$ cat config.mk
export PLATFORM = sky130hd
export DESIGN_NAME = noc_input_port
export DESIGN_NICKNAME = d
export VERILOG_FILES = /design/src/rtl/noc_input_port.sv
export SDC_FILE = /design/constraint.sdc
export NUM_CORES = 1
export LEC_CHECK = 0
export BUFFER_PORTS_ARGS = -buffer_cell sky130_fd_sc_hd__buf_4
export CELL_PAD_IN_SITES_DETAIL_PLACEMENT = 1
export CELL_PAD_IN_SITES_GLOBAL_PLACEMENT = 1
export CORE_MARGIN = 2
export CORE_UTILIZATION = 45
export CTS_CLUSTER_SIZE = 20
export DETAILED_ROUTE_END_ITERATION = 10
export PLACE_DENSITY = 0.79
export SLEW_MARGIN = 20
export SYNTH_ARGS = -nofsm -noshare
export SYNTH_HDL_FRONTEND = slang
export SYNTH_SLANG_ARGS = --single-unit
$ cat constraint.sdc
create_clock -name clk -period 3.7 [get_ports clk]
set_clock_uncertainty 0.15 [all_clocks]
set_input_delay 0.185 -clock clk [delete_from_list [all_inputs] [get_ports clk]]
set_output_delay 0.185 -clock clk [all_outputs]
set_load 0.1 [all_outputs]
$ cat src/rtl/noc_input_port.sv
// Router input port: 8-deep flit FIFO, XY route of the head flit, one-hot crossbar request and credit return.
// Optional NOC_INPORT_STATS_EN enables the saturating forwarded-flit counter on flit_cnt.
module noc_input_port #(
   parameter int         DEPTH   = 8,
   parameter logic [2:0] LOCAL_X = 3'd0,
   parameter logic [2:0] LOCAL_Y = 3'd0
) (
   input  logic                     clk,
   input  logic                     rst,
   input  logic [19:0]              datain,
   input  logic                     in_valid,
   output logic                     credit_out,
   output logic [4:0]               out_req,
   input  logic                     out_grant,
   output logic [19:0]              flit_out,
   output logic                     flit_out_valid,
   output logic [$clog2(DEPTH):0]   occupancy,
   output logic                     err,
   output logic [15:0]              flit_cnt,
   output logic                     dbg_state
);

   localparam int AW = $clog2(DEPTH);
   localparam logic [AW:0] OCC_FULL = (AW+1)'(DEPTH);

   typedef enum logic {S_IDLE = 1'b0, S_ACTIVE = 1'b1} state_t;

   logic [19:0]   r_mem [DEPTH];
   logic [AW-1:0] r_wptr;
   logic [AW-1:0] r_rptr;
   logic [AW:0]   r_occ;
   state_t        r_state;
   logic [4:0]    r_route_q;
   logic          r_credit;
   logic          r_err;

   logic          w_empty;
   logic          w_full;
   logic [19:0]   w_head;
   logic [1:0]    w_head_type;
   logic [4:0]    w_route;
   logic [4:0]    w_req;
   logic          w_fwd;
   logic          w_discard;
   logic          w_deq;
   logic          w_enq;

   assign w_empty     = (r_occ == '0);
   assign w_full      = (r_occ == OCC_FULL);
   assign w_head      = r_mem[r_rptr];
   assign w_head_type = w_head[19:18];

   // Route bits are {Local,W,S,E,N}; X is resolved before Y.
   always_comb begin
      w_route = 5'b10000;
      if (w_head[17:15] > LOCAL_X)
         w_route = 5'b00010;
      else if (w_head[17:15] < LOCAL_X)
         w_route = 5'b01000;
      else if (w_head[14:12] > LOCAL_Y)
         w_route = 5'b00001;
      else if (w_head[14:12] < LOCAL_Y)
         w_route = 5'b00100;
   end

   // Crossbar handshake: out_req is the offer, out_grant is only honoured while
   // out_req is non-zero, and a flit leaves on every edge where both are high.
   assign w_req     = (r_state == S_ACTIVE && !w_empty) ? r_route_q : 5'b00000;
   assign w_fwd     = (w_req != 5'b00000) && out_grant;
   assign w_discard = (r_state == S_IDLE) && !w_empty && w_head_type[1];
   assign w_deq     = w_fwd || w_discard;
   assign w_enq     = in_valid && !w_full;

   always_ff @(posedge clk) begin
      if (!rst && w_enq)
         r_mem[r_wptr] <= datain;
   end

   always_ff @(posedge clk) begin
      if (rst) begin
         r_wptr    <= '0;
         r_rptr    <= '0;
         r_occ     <= '0;
         r_state   <= S_IDLE;
         r_route_q <= 5'b00000;
         r_credit  <= 1'b0;
         r_err     <= 1'b0;
      end else begin
         if (w_enq)
            r_wptr <= r_wptr + 1'b1;
         if (w_deq)
            r_rptr <= r_rptr + 1'b1;
         case ({w_enq, w_deq})
            2'b10:   r_occ <= r_occ + 1'b1;
            2'b01:   r_occ <= r_occ - 1'b1;
            default: r_occ <= r_occ;
         endcase
         r_credit <= w_deq;
         if ((in_valid && w_full) || w_discard)
            r_err <= 1'b1;
         case (r_state)
            S_IDLE: begin
               if (!w_empty && !w_head_type[1]) begin
                  r_route_q <= w_route;
                  r_state   <= S_ACTIVE;
               end
            end
            S_ACTIVE: begin
               // Single (00) and tail (11) flits close the packet.
               if (w_fwd && (w_head_type == 2'b00 || w_head_type == 2'b11)) begin
                  r_route_q <= 5'b00000;
                  r_state   <= S_IDLE;
               end
            end
            default: r_state <= S_IDLE;
         endcase
      end
   end

`ifdef NOC_INPORT_STATS_EN
   logic [15:0] r_flit_cnt;

   always_ff @(posedge clk) begin
      if (rst)
         r_flit_cnt <= 16'h0000;
      else if (w_fwd && r_flit_cnt != 16'hFFFF)
         r_flit_cnt <= r_flit_cnt + 16'h0001;
   end

   assign flit_cnt = r_flit_cnt;
`else
   assign flit_cnt = 16'h0000;
`endif

   assign credit_out     = r_credit;
   assign out_req        = w_req;
   assign flit_out       = w_empty ? 20'h00000 : w_head;
   assign flit_out_valid = (w_req != 5'b00000);
   assign occupancy      = r_occ;
   assign err            = r_err;
   assign dbg_state      = r_state;

endmodule

==> results.sh <==
export IMPL_status="finished, final reports clean"
export IMPL_area_growth_pct=20.3
export IMPL_grt_max_degree=30
export IMPL_top_layer_used="met4"
export IMPL_dr_wl_met2_mm=7.92
export IMPL_crit_family="multiplexers"
export IMPL_rsz0062_at_grt="no"
export IMPL_synth_edf_count=160
export IMPL_cts_buffers=17
export IMPL_synth_top_area_share_pct=66.2
export IMPL_clkSinkCount=179
export IMPL_ys_ff_latch=179
export IMPL_pre_cts_slack_ns=0.641
export IMPL_wl_met3_um=705
export IMPL_crit_buf_inv=1
export IMPL_synthArstFlopShare_pct=0
export IMPL_die_area_um2=17200
export IMPL_leakage_nw=2.97
export IMPL_grt_usage_pct=19.6
export IMPL_clock_latency_ns=0.43
export IMPL_drt_iter0_markers=297
export IMPL_critPathMaxStageDelay_ns=0.54
export IMPL_worstHoldPathType="in -> reg"
export IMPL_netlist_area_um2=7260
export IMPL_ios=73
export IMPL_irDropWorstVdd_v=0.000367
export IMPL_drc_errors=0
export IMPL_maxSlewViolCount=0
export IMPL_antenna_found_initial=0
export IMPL_fillers=1431
export IMPL_slowest_stage="mux4_2"
export IMPL_first_global_vias=4088
export IMPL_drive_gt1_share_pct=32.4
export IMPL_crit_chain="mux4_2 > mux2i_4 > o31a_4 > inv_2 > ha_1 > xor2_1 > ha_1 > a21oi_1 > xor2_1 > or3_1 > a21oi_1"
export IMPL_critPathCaptureType="register"
export IMPL_clock_root_buffer="clkbuf_16"
export IMPL_io_buffer_count=54
export IMPL_rr_worst_depth=11
export IMPL_gp_congestion=0.722
export IMPL_dieHeight_um=131
export IMPL_rows=46
export IMPL_synth_area_leaders="edfxtp_1, mux4_2, dfxtp_1"
export IMPL_crit_type="reg -> reg"
export IMPL_yosys_cell_types_count=49
export IMPL_synth_top_cell_by_area="edfxtp_1"
export IMPL_yosys_top_cells_count="edfxtp_1, mux4_2, nor2_1"
export IMPL_worstPathMaxFanout=7
export IMPL_fin_crit_sh_pct=82.5
export IMPL_cts_setup_buffers=0
export IMPL_yosysMostFrequentCell="edfxtp_1"
export IMPL_power_density_nw_per_um2=751
export IMPL_critPathLaunchType="register"
export IMPL_whs_ns=0.0709
export IMPL_htreeDepth=4
export IMPL_synth_flop_cell="edfxtp_1"
export IMPL_drv_cap=0
export IMPL_post_cts_resized=0
export IMPL_grt_ovfl_total=0
export IMPL_ys_seq_area_share_pct=71.4
export IMPL_final_nets=510
export IMPL_wire_per_inst_um=21.8
export IMPL_cts_hold_buf=23
export IMPL_crit_required_ns=3.91
export IMPL_synth_warnings=0
export IMPL_synth_area_per_cell_um2=18.7
export IMPL_finalSetupViolations=0
export IMPL_start_util_pct=45.9
export IMPL_period_minus_slack_ns=3.05
export IMPL_wl_met1_mm=6.47
export IMPL_worst_slack_ns=0.646
export IMPL_whs_path_depth=4
export IMPL_max_clock_freq_ghz=0.327
export IMPL_routed_wl_mm=15.5
export IMPL_arrival_ns=3.27
export IMPL_coreArea_um2=15800
export IMPL_vias=3804
export IMPL_die_x_um=131
export IMPL_cts_buffer_depth=2
export IMPL_clk_pin_slew_ns=0.06
export IMPL_postSynthCellCount=388
export IMPL_vias_per_cell=5.36
export IMPL_cts_tree="built"
export IMPL_worstSetupPathDepth=11
export IMPL_timing_hold_violations_final=0
export IMPL_drt_antenna_violating_nets=0
export IMPL_drt_pass1_iterations=4
export IMPL_grt_pass1_wl_mm=24.0
export IMPL_dp_hpwl_mm=8.94
export IMPL_diodes=0
==> cell type report <==
class	instances	area (um2)	area share [%]
Sequential cell	179	5190	59.4
Clock inverter	15	165	1.89
Clock buffer	17	425	4.87
Multi-Input combinational cell	188	1930	22.0
Tap cell	216	270	3.09
Inverter	3	11.3	0.129
Timing Repair Buffer	92	748	8.57
==> report_power, final <==
group	internal [W]	total [W]	switching, W
sequential	0.00230	0.00239	0.0000912
combinational	0.000600	0.00237	0.00177
clock	0.00105	0.00179	0.000741
==> flip-flops by register name, summed over array words and instances, names as in the netlist, named ones only <==
register / cells
credit_out: 1
occupancy: 4
r_wptr: 3
r_mem: 160
err: 1
dbg_state: 1
r_rptr: 3
r_route_q: 3
==> cell families after synthesis <==
group	Yosys count	synth area share, %
AND/OR/NAND/NOR	73	4.91
multiplexers	64	16.2
other	1	0.0517
adder cells (fa/ha/maj)	5	0.862
buffers and inverters	38	3.72
AO/OA/AOI/OAI	21	1.91
XOR/XNOR	7	0.948
flip-flops	179	71.4
==> per-layer routing <==
metal / GRT usage, % / vias to the layer above
li1: - / 1683
met2: 32.5 / 100
met1: 24.5 / 1991
met5: 0 / -
met4: 10.0 / 0
met3: 4.32 / 30
==> final timing paths <==
path	startpoint	endpoint	slack, ns
max reg2reg	register	occupancy[2]	0.65
min	out_grant	dbg_state	0.07
min reg2reg	r_rptr[2]	register	0.38
max	register	occupancy[2]	0.65
==> tightest hold or removal path: cells and delay by family <==
| kind | cells | cell delay [ns] |
|---|---|---|
| simple gates | 1 | 0.11 |
| compound gates | 2 | 0.20 |
| buf+inv | 1 | 0.11 |
==> layout by cell type (no fill, tap or decap), types with 2 or more instances in the layout <==
master and instances:
a21oi_1 8, and3_1 3, buf_4 69, bufinv_16 3, clkbuf_16 17, clkinv_1 3
clkinv_2 3, clkinv_4 2, clkinvlp_4 3, conb_1 18, dfxtp_1 17, dfxtp_2 2
dlygate4sd3_1 23, edfxtp_1 160, ha_1 5, inv_1 2, mux2i_1 20, mux2i_4 2
mux4_2 40, nand2_1 9, nand2b_1 2, nor2_1 34, nor2_2 3, nor3_1 2
nor3_2 3, nor4bb_1 2, o21ai_0 4, or3_1 4, xor2_1 5
==> metrics by stage <==
stage | total power (W) | setup TNS [ns] | utilization [%] | cell area [um2] | instances
floorplan | 0.00430 | -12.91 | - | 7330 | 405
global route | 0.00680 | 0 | 55.2 | 8730 | 710
finish | 0.00656 | 0 | 55.2 | 8730 | 710
global placement | 0.00473 | 0 | 50.0 | 7910 | 655
detailed placement | 0.00479 | 0 | 50.0 | 7910 | 655
CTS | 0.00662 | 0 | 55.2 | 8730 | 710
Power figures use the tool's default switching activity.
